**src/rtl/uart_byte_receiver_if.sv**
```systemverilog
// uart_byte_receiver_if
// Groups the serial line and the received-byte outputs of the UART byte
// receiver into one bundle.
//   rx_data    : serial line, idles high (driven by the line side)
//   rx_byte    : last correctly received byte
//   byte_valid : one-cycle strobe, rx_byte is new on this cycle
//   frame_err  : one-cycle strobe, stop bit was sampled low
//   busy       : receiver is somewhere other than IDLE
// master = line driver / byte consumer, slave = the receiver itself.
interface uart_byte_receiver_if #(
    parameter int DATA_BITS = 8
);
    logic                 rx_data;
    logic [DATA_BITS-1:0] rx_byte;
    logic                 byte_valid;
    logic                 frame_err;
    logic                 busy;

    modport master (
        output rx_data,
        input  rx_byte,
        input  byte_valid,
        input  frame_err,
        input  busy
    );

    modport slave (
        input  rx_data,
        output rx_byte,
        output byte_valid,
        output frame_err,
        output busy
    );
endinterface

```
**src/rtl/uart_byte_receiver.sv**
```systemverilog
// uart_byte_receiver
// 8N1 UART receive front end. The asynchronous line is brought in through a
// two-flop synchronizer; a small FSM centres its sampling on each bit using a
// half-bit offset from the detected start edge. A good frame produces one
// byte with a single-cycle byte_valid strobe; a low stop bit produces a
// single-cycle frame_err strobe and the receiver then waits for the line to
// return high before it looks for another start bit.
// Ports:
//   clk : system clock
//   rst : synchronous, active-high reset
//   bus : uart_byte_receiver_if slave (rx_data in; rx_byte, byte_valid,
//         frame_err, busy out)
module uart_byte_receiver #(
    parameter int CLKS_PER_BIT = 1302,
    parameter int DATA_BITS    = 8
) (
    input  logic                       clk,
    input  logic                       rst,
    uart_byte_receiver_if.slave        bus
);
    localparam int HALF_BIT = CLKS_PER_BIT / 2;
    localparam int CNT_W    = $clog2(CLKS_PER_BIT);
    localparam int IDX_W    = $clog2(DATA_BITS + 1);

    // Counter values on the cycle a sample is taken (counter starts at 0 on
    // the cycle after the previous decision).
    localparam logic [CNT_W-1:0] HALF_LAST = CNT_W'(HALF_BIT - 1);
    localparam logic [CNT_W-1:0] BIT_LAST  = CNT_W'(CLKS_PER_BIT - 1);
    localparam logic [IDX_W-1:0] IDX_LAST  = IDX_W'(DATA_BITS - 1);

    typedef enum logic [2:0] {
        IDLE      = 3'd0,
        START     = 3'd1,
        DATA      = 3'd2,
        STOP      = 3'd3,
        WAIT_IDLE = 3'd4
    } state_t;

    state_t               state_reg;
    state_t               state_next;
    logic [1:0]           sync_reg;
    logic                 rx_s;
    logic [CNT_W-1:0]     cnt_reg;
    logic [IDX_W-1:0]     idx_reg;
    logic [DATA_BITS-1:0] shift_reg;
    logic [DATA_BITS-1:0] shift_next;
    logic [DATA_BITS-1:0] byte_reg;
    logic                 valid_reg;
    logic                 ferr_reg;
    logic                 busy_next;
    logic                 half_hit;
    logic                 bit_hit;

    // Two-flop synchronizer; preset high so reset never looks like a start.
    always_ff @(posedge clk) begin
        if (rst) begin
            sync_reg <= 2'b11;
        end else begin
            sync_reg <= {sync_reg[0], bus.rx_data};
        end
    end

    assign rx_s     = sync_reg[1];
    assign half_hit = (cnt_reg == HALF_LAST);
    assign bit_hit  = (cnt_reg == BIT_LAST);

    // LSB-first: each new bit enters at the MSB and older bits move down,
    // so after DATA_BITS shifts the first bit sits in bit 0.
    generate
        for (genvar gi = 0; gi < DATA_BITS; gi++) begin : g_shift
            if (gi == DATA_BITS - 1) begin : g_msb
                assign shift_next[gi] = rx_s;
            end else begin : g_low
                assign shift_next[gi] = shift_reg[gi+1];
            end
        end
    endgenerate

    // State register
    always_ff @(posedge clk) begin
        if (rst) begin
            state_reg <= IDLE;
        end else begin
            state_reg <= state_next;
        end
    end

    // Next-state logic
    always_comb begin
        state_next = state_reg;
        case (state_reg)
            IDLE: begin
                if (!rx_s) begin
                    state_next = START;
                end
            end
            START: begin
                if (half_hit) begin
                    // Line back high at mid start bit: a glitch, not a frame.
                    state_next = rx_s ? IDLE : DATA;
                end
            end
            DATA: begin
                if (bit_hit && (idx_reg == IDX_LAST)) begin
                    state_next = STOP;
                end
            end
            STOP: begin
                // Returning to IDLE mid stop bit lets a back-to-back start
                // edge be caught with no extra dead time.
                if (bit_hit) begin
                    state_next = rx_s ? IDLE : WAIT_IDLE;
                end
            end
            WAIT_IDLE: begin
                // A held-low (break) line must not be decoded as frames.
                if (rx_s) begin
                    state_next = IDLE;
                end
            end
            default: state_next = IDLE;
        endcase
    end

    // Output logic
    always_comb begin
        busy_next = (state_reg != IDLE);
    end

    // Counters, shift register and registered strobes
    always_ff @(posedge clk) begin
        if (rst) begin
            cnt_reg   <= '0;
            idx_reg   <= '0;
            shift_reg <= '0;
            byte_reg  <= '0;
            valid_reg <= 1'b0;
            ferr_reg  <= 1'b0;
        end else begin
            valid_reg <= 1'b0;
            ferr_reg  <= 1'b0;
            case (state_reg)
                IDLE: begin
                    cnt_reg <= '0;
                    idx_reg <= '0;
                end
                START: begin
                    idx_reg <= '0;
                    if (half_hit) begin
                        cnt_reg <= '0;
                    end else begin
                        cnt_reg <= cnt_reg + CNT_W'(1);
                    end
                end
                DATA: begin
                    if (bit_hit) begin
                        cnt_reg   <= '0;
                        shift_reg <= shift_next;
                        idx_reg   <= idx_reg + IDX_W'(1);
                    end else begin
                        cnt_reg <= cnt_reg + CNT_W'(1);
                    end
                end
                STOP: begin
                    if (bit_hit) begin
                        cnt_reg <= '0;
                        if (rx_s) begin
                            byte_reg  <= shift_reg;
                            valid_reg <= 1'b1;
                        end else begin
                            ferr_reg <= 1'b1;
                        end
                    end else begin
                        cnt_reg <= cnt_reg + CNT_W'(1);
                    end
                end
                WAIT_IDLE: begin
                    cnt_reg <= '0;
                end
                default: begin
                    cnt_reg <= '0;
                    idx_reg <= '0;
                end
            endcase
        end
    end

    assign bus.rx_byte    = byte_reg;
    assign bus.byte_valid = valid_reg;
    assign bus.frame_err  = ferr_reg;
    assign bus.busy       = busy_next;
endmodule

```
**src/flat_wrapper.sv**
```systemverilog
// flat-port wrapper written by rule: the top's interface ports become plain ports
module uart_byte_receiver_flat 
#(
    parameter int CLKS_PER_BIT = 1302,
    parameter int DATA_BITS    = 8
)
  (clk, rst, bus_rx_data, bus_rx_byte, bus_byte_valid, bus_frame_err, bus_busy);
  uart_byte_receiver_if #(.DATA_BITS(DATA_BITS)) bus_i ();
  input  logic clk;
  input  logic rst;
  input wire logic [$bits(bus_i.rx_data)-1:0] bus_rx_data;
  output wire logic [$bits(bus_i.rx_byte)-1:0] bus_rx_byte;
  output wire logic [$bits(bus_i.byte_valid)-1:0] bus_byte_valid;
  output wire logic [$bits(bus_i.frame_err)-1:0] bus_frame_err;
  output wire logic [$bits(bus_i.busy)-1:0] bus_busy;
  assign bus_i.rx_data = bus_rx_data;
  assign bus_rx_byte = bus_i.rx_byte;
  assign bus_byte_valid = bus_i.byte_valid;
  assign bus_frame_err = bus_i.frame_err;
  assign bus_busy = bus_i.busy;
  uart_byte_receiver #(.CLKS_PER_BIT(CLKS_PER_BIT), .DATA_BITS(DATA_BITS)) u_core (.clk(clk), .rst(rst), .bus(bus_i));
endmodule
```
**config.mk**
```make
export PLATFORM = sky130hd
export DESIGN_NAME = uart_byte_receiver_flat
export DESIGN_NICKNAME = d
export VERILOG_FILES = /design/src/rtl/uart_byte_receiver_if.sv /design/src/rtl/uart_byte_receiver.sv /design/src/flat_wrapper.sv
export SDC_FILE = /design/constraint.sdc
export NUM_CORES = 1
export LEC_CHECK = 0
export ABC_AREA = 1
export CORE_MARGIN = 2
export CORE_UTILIZATION = 61
export DETAILED_ROUTE_END_ITERATION = 8
export GPL_ROUTABILITY_DRIVEN = 1
export PLACE_DENSITY = 0.88
export SETUP_SLACK_MARGIN = 0.4
export SLEW_MARGIN = 20
export SYNTH_ARGS = -nofsm -noshare
export SYNTH_HDL_FRONTEND = slang
export SYNTH_SLANG_ARGS = --single-unit
```
**constraint.sdc**
```tcl
create_clock -name clk -period 2.5 [get_ports clk]
set_clock_uncertainty 0.05 [all_clocks]
set_input_delay 0.25 -clock clk [delete_from_list [all_inputs] [get_ports clk]]
set_output_delay 0.25 -clock clk [all_outputs]
set_load 0.01 [all_outputs]
```
==> out/metrics.json <==
{
  "run_status": {
    "status": "completed"
  },
  "sta": {
    "fin_setup_tns_ps": 0,
    "hold_viol_final": 0,
    "post-route-min-period_ps": 1800,
    "upper_clock_frequency_limit_mhz": 554,
    "final-setup-viol-count": 0,
    "timing_worst_slew_pin_value_ps": 704,
    "final_max_slew_viol_count": 0,
    "slew_headroom": 0.529,
    "final.period_utilization": 0.722,
    "rsz_0062_raised_after_global_routing": "no"
  },
  "yosys": {
    "synth_warnings": 0,
    "avgSynthCellArea_um2": 7.49,
    "ys_seq_area_frac": 0.445,
    "ys_seq_elements": 38,
    "top_post_synthesis_cells_by_area": "sky130_fd_sc_hd__dfxtp_1, sky130_fd_sc_hd__nor2_1, sky130_fd_sc_hd__nand2_1",
    "mappedNetlistNets": 235,
    "synthDominantCellAreaShare": 0.445,
    "synth-edff-count": 0,
    "post_synth_inst_count": 228,
    "syn_area_um2": 1710,
    "cell_taking_the_most_area_after_synthesis": "sky130_fd_sc_hd__dfxtp_1",
    "synth-main-ff-cell": "sky130_fd_sc_hd__dfxtp_1",
    "synth_async_sr_flop_share": 0,
    "synth_cell_types": 26
  },
  "power_and_ir_drop": {
    "power.share.combinational": 0.265,
    "power_frac_clock": 0.284,
    "p_switching_uw": 496,
    "p_per_area_nw_per_um2": 771,
    "power_report.internal_total_mw": 1.01,
    "power.ir.vdd_worst_mv": 0.607,
    "p_seq_frac": 0.451,
    "power.leakage_nw": 0.794,
    "switching_share": 0.330
  },
  "final_layout": {
    "largest_register_ff_count": 11,
    "mostFrequentLayoutCells": "sky130_fd_sc_hd__nor2_1, sky130_fd_sc_hd__dfxtp_1, sky130_fd_sc_hd__nand2_1",
    "post_route_cells_drive_above_1_share": 0.146,
    "post_layout_nonfiller_instances": 277,
    "area.growth.synth_to_final_pct": 14.0,
    "diodes": 0,
    "leading_cell_type_in_the_layout_fill_and_taps_excluded": "sky130_fd_sc_hd__nor2_1",
    "nNetsFinal": 253
  },
  "clocking": {
    "cts_resized": 0,
    "clk_root_buffer_cell": "sky130_fd_sc_hd__clkbuf_4",
    "tritoncts": "built",
    "numCtsBuffers": 5,
    "cts_h_tree_lvls": 2,
    "cts_hold_repair.buffers": 0,
    "insertion_delay_ps": 350,
    "cts.sink_count": 38,
    "cts.clk_slew.worst_paths_ps": 110,
    "cts_max_path_buffers": 2,
    "cts_post_setup_buffers_inserted": 0
  },
  "routing": {
    "drt-pass1-iter-count": 4,
    "via_per_inst": 5.13,
    "detailroute.via_count": 1422,
    "wirelength_mm": 3.10,
    "detail-route-antenna-nets": 0,
    "detail_route.wl_per_cell_um": 11.2,
    "drc": 0,
    "detailedRoute.firstIterationViolations": 62
  },
  "placed_design": {
    "place.detailed.instances": 270,
    "gp_routability_congestion": 0.863,
    "dp.final_hpwl_mm": 2.25,
    "place.port_buffers": 13
  },
  "grt": {
    "initial_antenna_violation_count": 0,
    "global_route_wire_length_before_repair_mm": 5.40,
    "grt.overflow.total": 0,
    "met1_usage": 0.238,
    "met2_usage": 0.356,
    "grt_busiest_layer": "met2",
    "grt_pass1_vias": 1326,
    "pin_count_of_the_biggest_net_entering_global_routing": 21,
    "grtUsageMet3": 0.0668,
    "grt.total_usage": 0.216
  },
  "min_path": {
    "hold_class": "reg2reg"
  },
  "setup_path": {
    "setup.worst_path.start_class": "flip-flop",
    "cell_breakdown_of_the_critical_path": "inv_1 -> nand2_1 -> clkdlybuf4s50_1",
    "crit_required_ps": 2200,
    "max_stage_delay_ps": 520,
    "cp_slowest_cell": "sky130_fd_sc_hd__clkdlybuf4s50_1",
    "setup.worst_path.class": "reg2out",
    "cp_data_arrival_time_ps": 1500,
    "cp_num_buf_inv": 2,
    "timing.critical_path.max_delay_family": "buffers and inverters",
    "endpoint_kind": "output port",
    "critical_path_peak_fanout": 5
  },
  "floorplan": {
    "die-height_um": 56.9,
    "fp.dieW_um": 56.9,
    "core_area_um2": 2710,
    "floorplan.die_area_um2": 3240,
    "num_io_pins": 14,
    "number_of_standard_cell_rows_in_the_floorplan": 19,
    "start_util": 0.630
  },
  "job": {
    "number_of_max_cap_violations": 0
  }
}
worst register-to-register path, stage by stage (launching register included):
cell,delay (ps)
sky130_fd_sc_hd__dfxtp_1,460
sky130_fd_sc_hd__inv_1,100
sky130_fd_sc_hd__ha_1,200
sky130_fd_sc_hd__nand2_1,60
sky130_fd_sc_hd__inv_1,30
sky130_fd_sc_hd__nand3_1,60
sky130_fd_sc_hd__o21ai_1,90
sky130_fd_sc_hd__nand2_1,100
sky130_fd_sc_hd__o211ai_2,290
sky130_fd_sc_hd__nor2_2,170
synth_stat cells (2+ instances only):
cell and instances:
sky130_fd_sc_hd__a21oi_1 3, sky130_fd_sc_hd__a21oi_2 2, sky130_fd_sc_hd__clkbuf_1 2, sky130_fd_sc_hd__dfxtp_1 38, sky130_fd_sc_hd__ha_1 4, sky130_fd_sc_hd__inv_1 20, sky130_fd_sc_hd__nand2_1 35, sky130_fd_sc_hd__nand2_2 4
sky130_fd_sc_hd__nand3_1 6, sky130_fd_sc_hd__nand3_2 2, sky130_fd_sc_hd__nand4_1 3, sky130_fd_sc_hd__nor2_1 56, sky130_fd_sc_hd__nor2_2 13, sky130_fd_sc_hd__nor3_1 2, sky130_fd_sc_hd__o21ai_0 16, sky130_fd_sc_hd__o21ai_1 2
sky130_fd_sc_hd__or2_2 2, sky130_fd_sc_hd__xnor2_1 2, sky130_fd_sc_hd__xor2_1 9
power groups by stage:
stage               logic, mW  registers (mW)  clock network [mW]
floorplan               0.313           0.680                   0
global placement        0.391           0.687                   0
detailed placement      0.398           0.690                   0
CTS                     0.400           0.677               0.436
global route            0.452           0.682               0.458
finish                  0.398           0.678               0.426
cells by family after synthesis:
kind of cell | count (synthesis) | synth area share
buffers and inverters | 26 | 0.0645
and+or+nand+nor | 125 | 0.325
AOI/OAI and AO/OA | 24 | 0.0791
DFF | 38 | 0.445
adders and majority gates | 4 | 0.0293
xor gates and xnor gates | 11 | 0.0564
area by class of cell:
type	instances	area, um^2
clock buffer	6	51.3
clock inverter	1	30.0
fill	234	763
inverter	22	83.8
multi-input combinational	164	837
sequential	38	761
tap	31	38.8
timing repair buffer	15	145
through the flow:
stage / hold WS, ps / setup slack [ps] / instance area, um^2 / total power [mW] / util
2_1_floorplan: 262 / 1040 / 1710 / 0.993 / -
3_3_place_gp: 341 / 888 / 1870 / 1.08 / 0.688
3_5_place_dp: 354 / 834 / 1870 / 1.09 / 0.688
4_1_cts: 380 / 676 / 1950 / 1.51 / 0.718
5_1_grt: 404 / 603 / 1950 / 1.59 / 0.718
6_report: 376 / 696 / 1950 / 1.50 / 0.718
metal layers:
metal / vias up / routed length (um)
met1: 637 / 1350
met4: 0 / 110
met5: - / 0
li1: 745 / -
met2: 30 / 1500
met3: 10 / 131
path summary, 6_finish.rpt:
path / from / to / slack (ps) / cells after the start
setup / recovery: u_core.state_reg[1]$_SDFFE_PP0P_ / bus_busy / 700 / 3
hold / removal: u_core.sync_reg[0]$_SDFF_PP1_ / u_core.sync_reg[1]$_SDFF_PP1_ / 380 / 1
setup reg to reg: u_core.cnt_reg[0]$_SDFF_PP0_ / u_core.cnt_reg[0]$_SDFF_PP0_ / 820 / 9
hold reg to reg: u_core.sync_reg[0]$_SDFF_PP1_ / u_core.sync_reg[1]$_SDFF_PP1_ / 380 / 1
(Power assumes the default switching activity.)
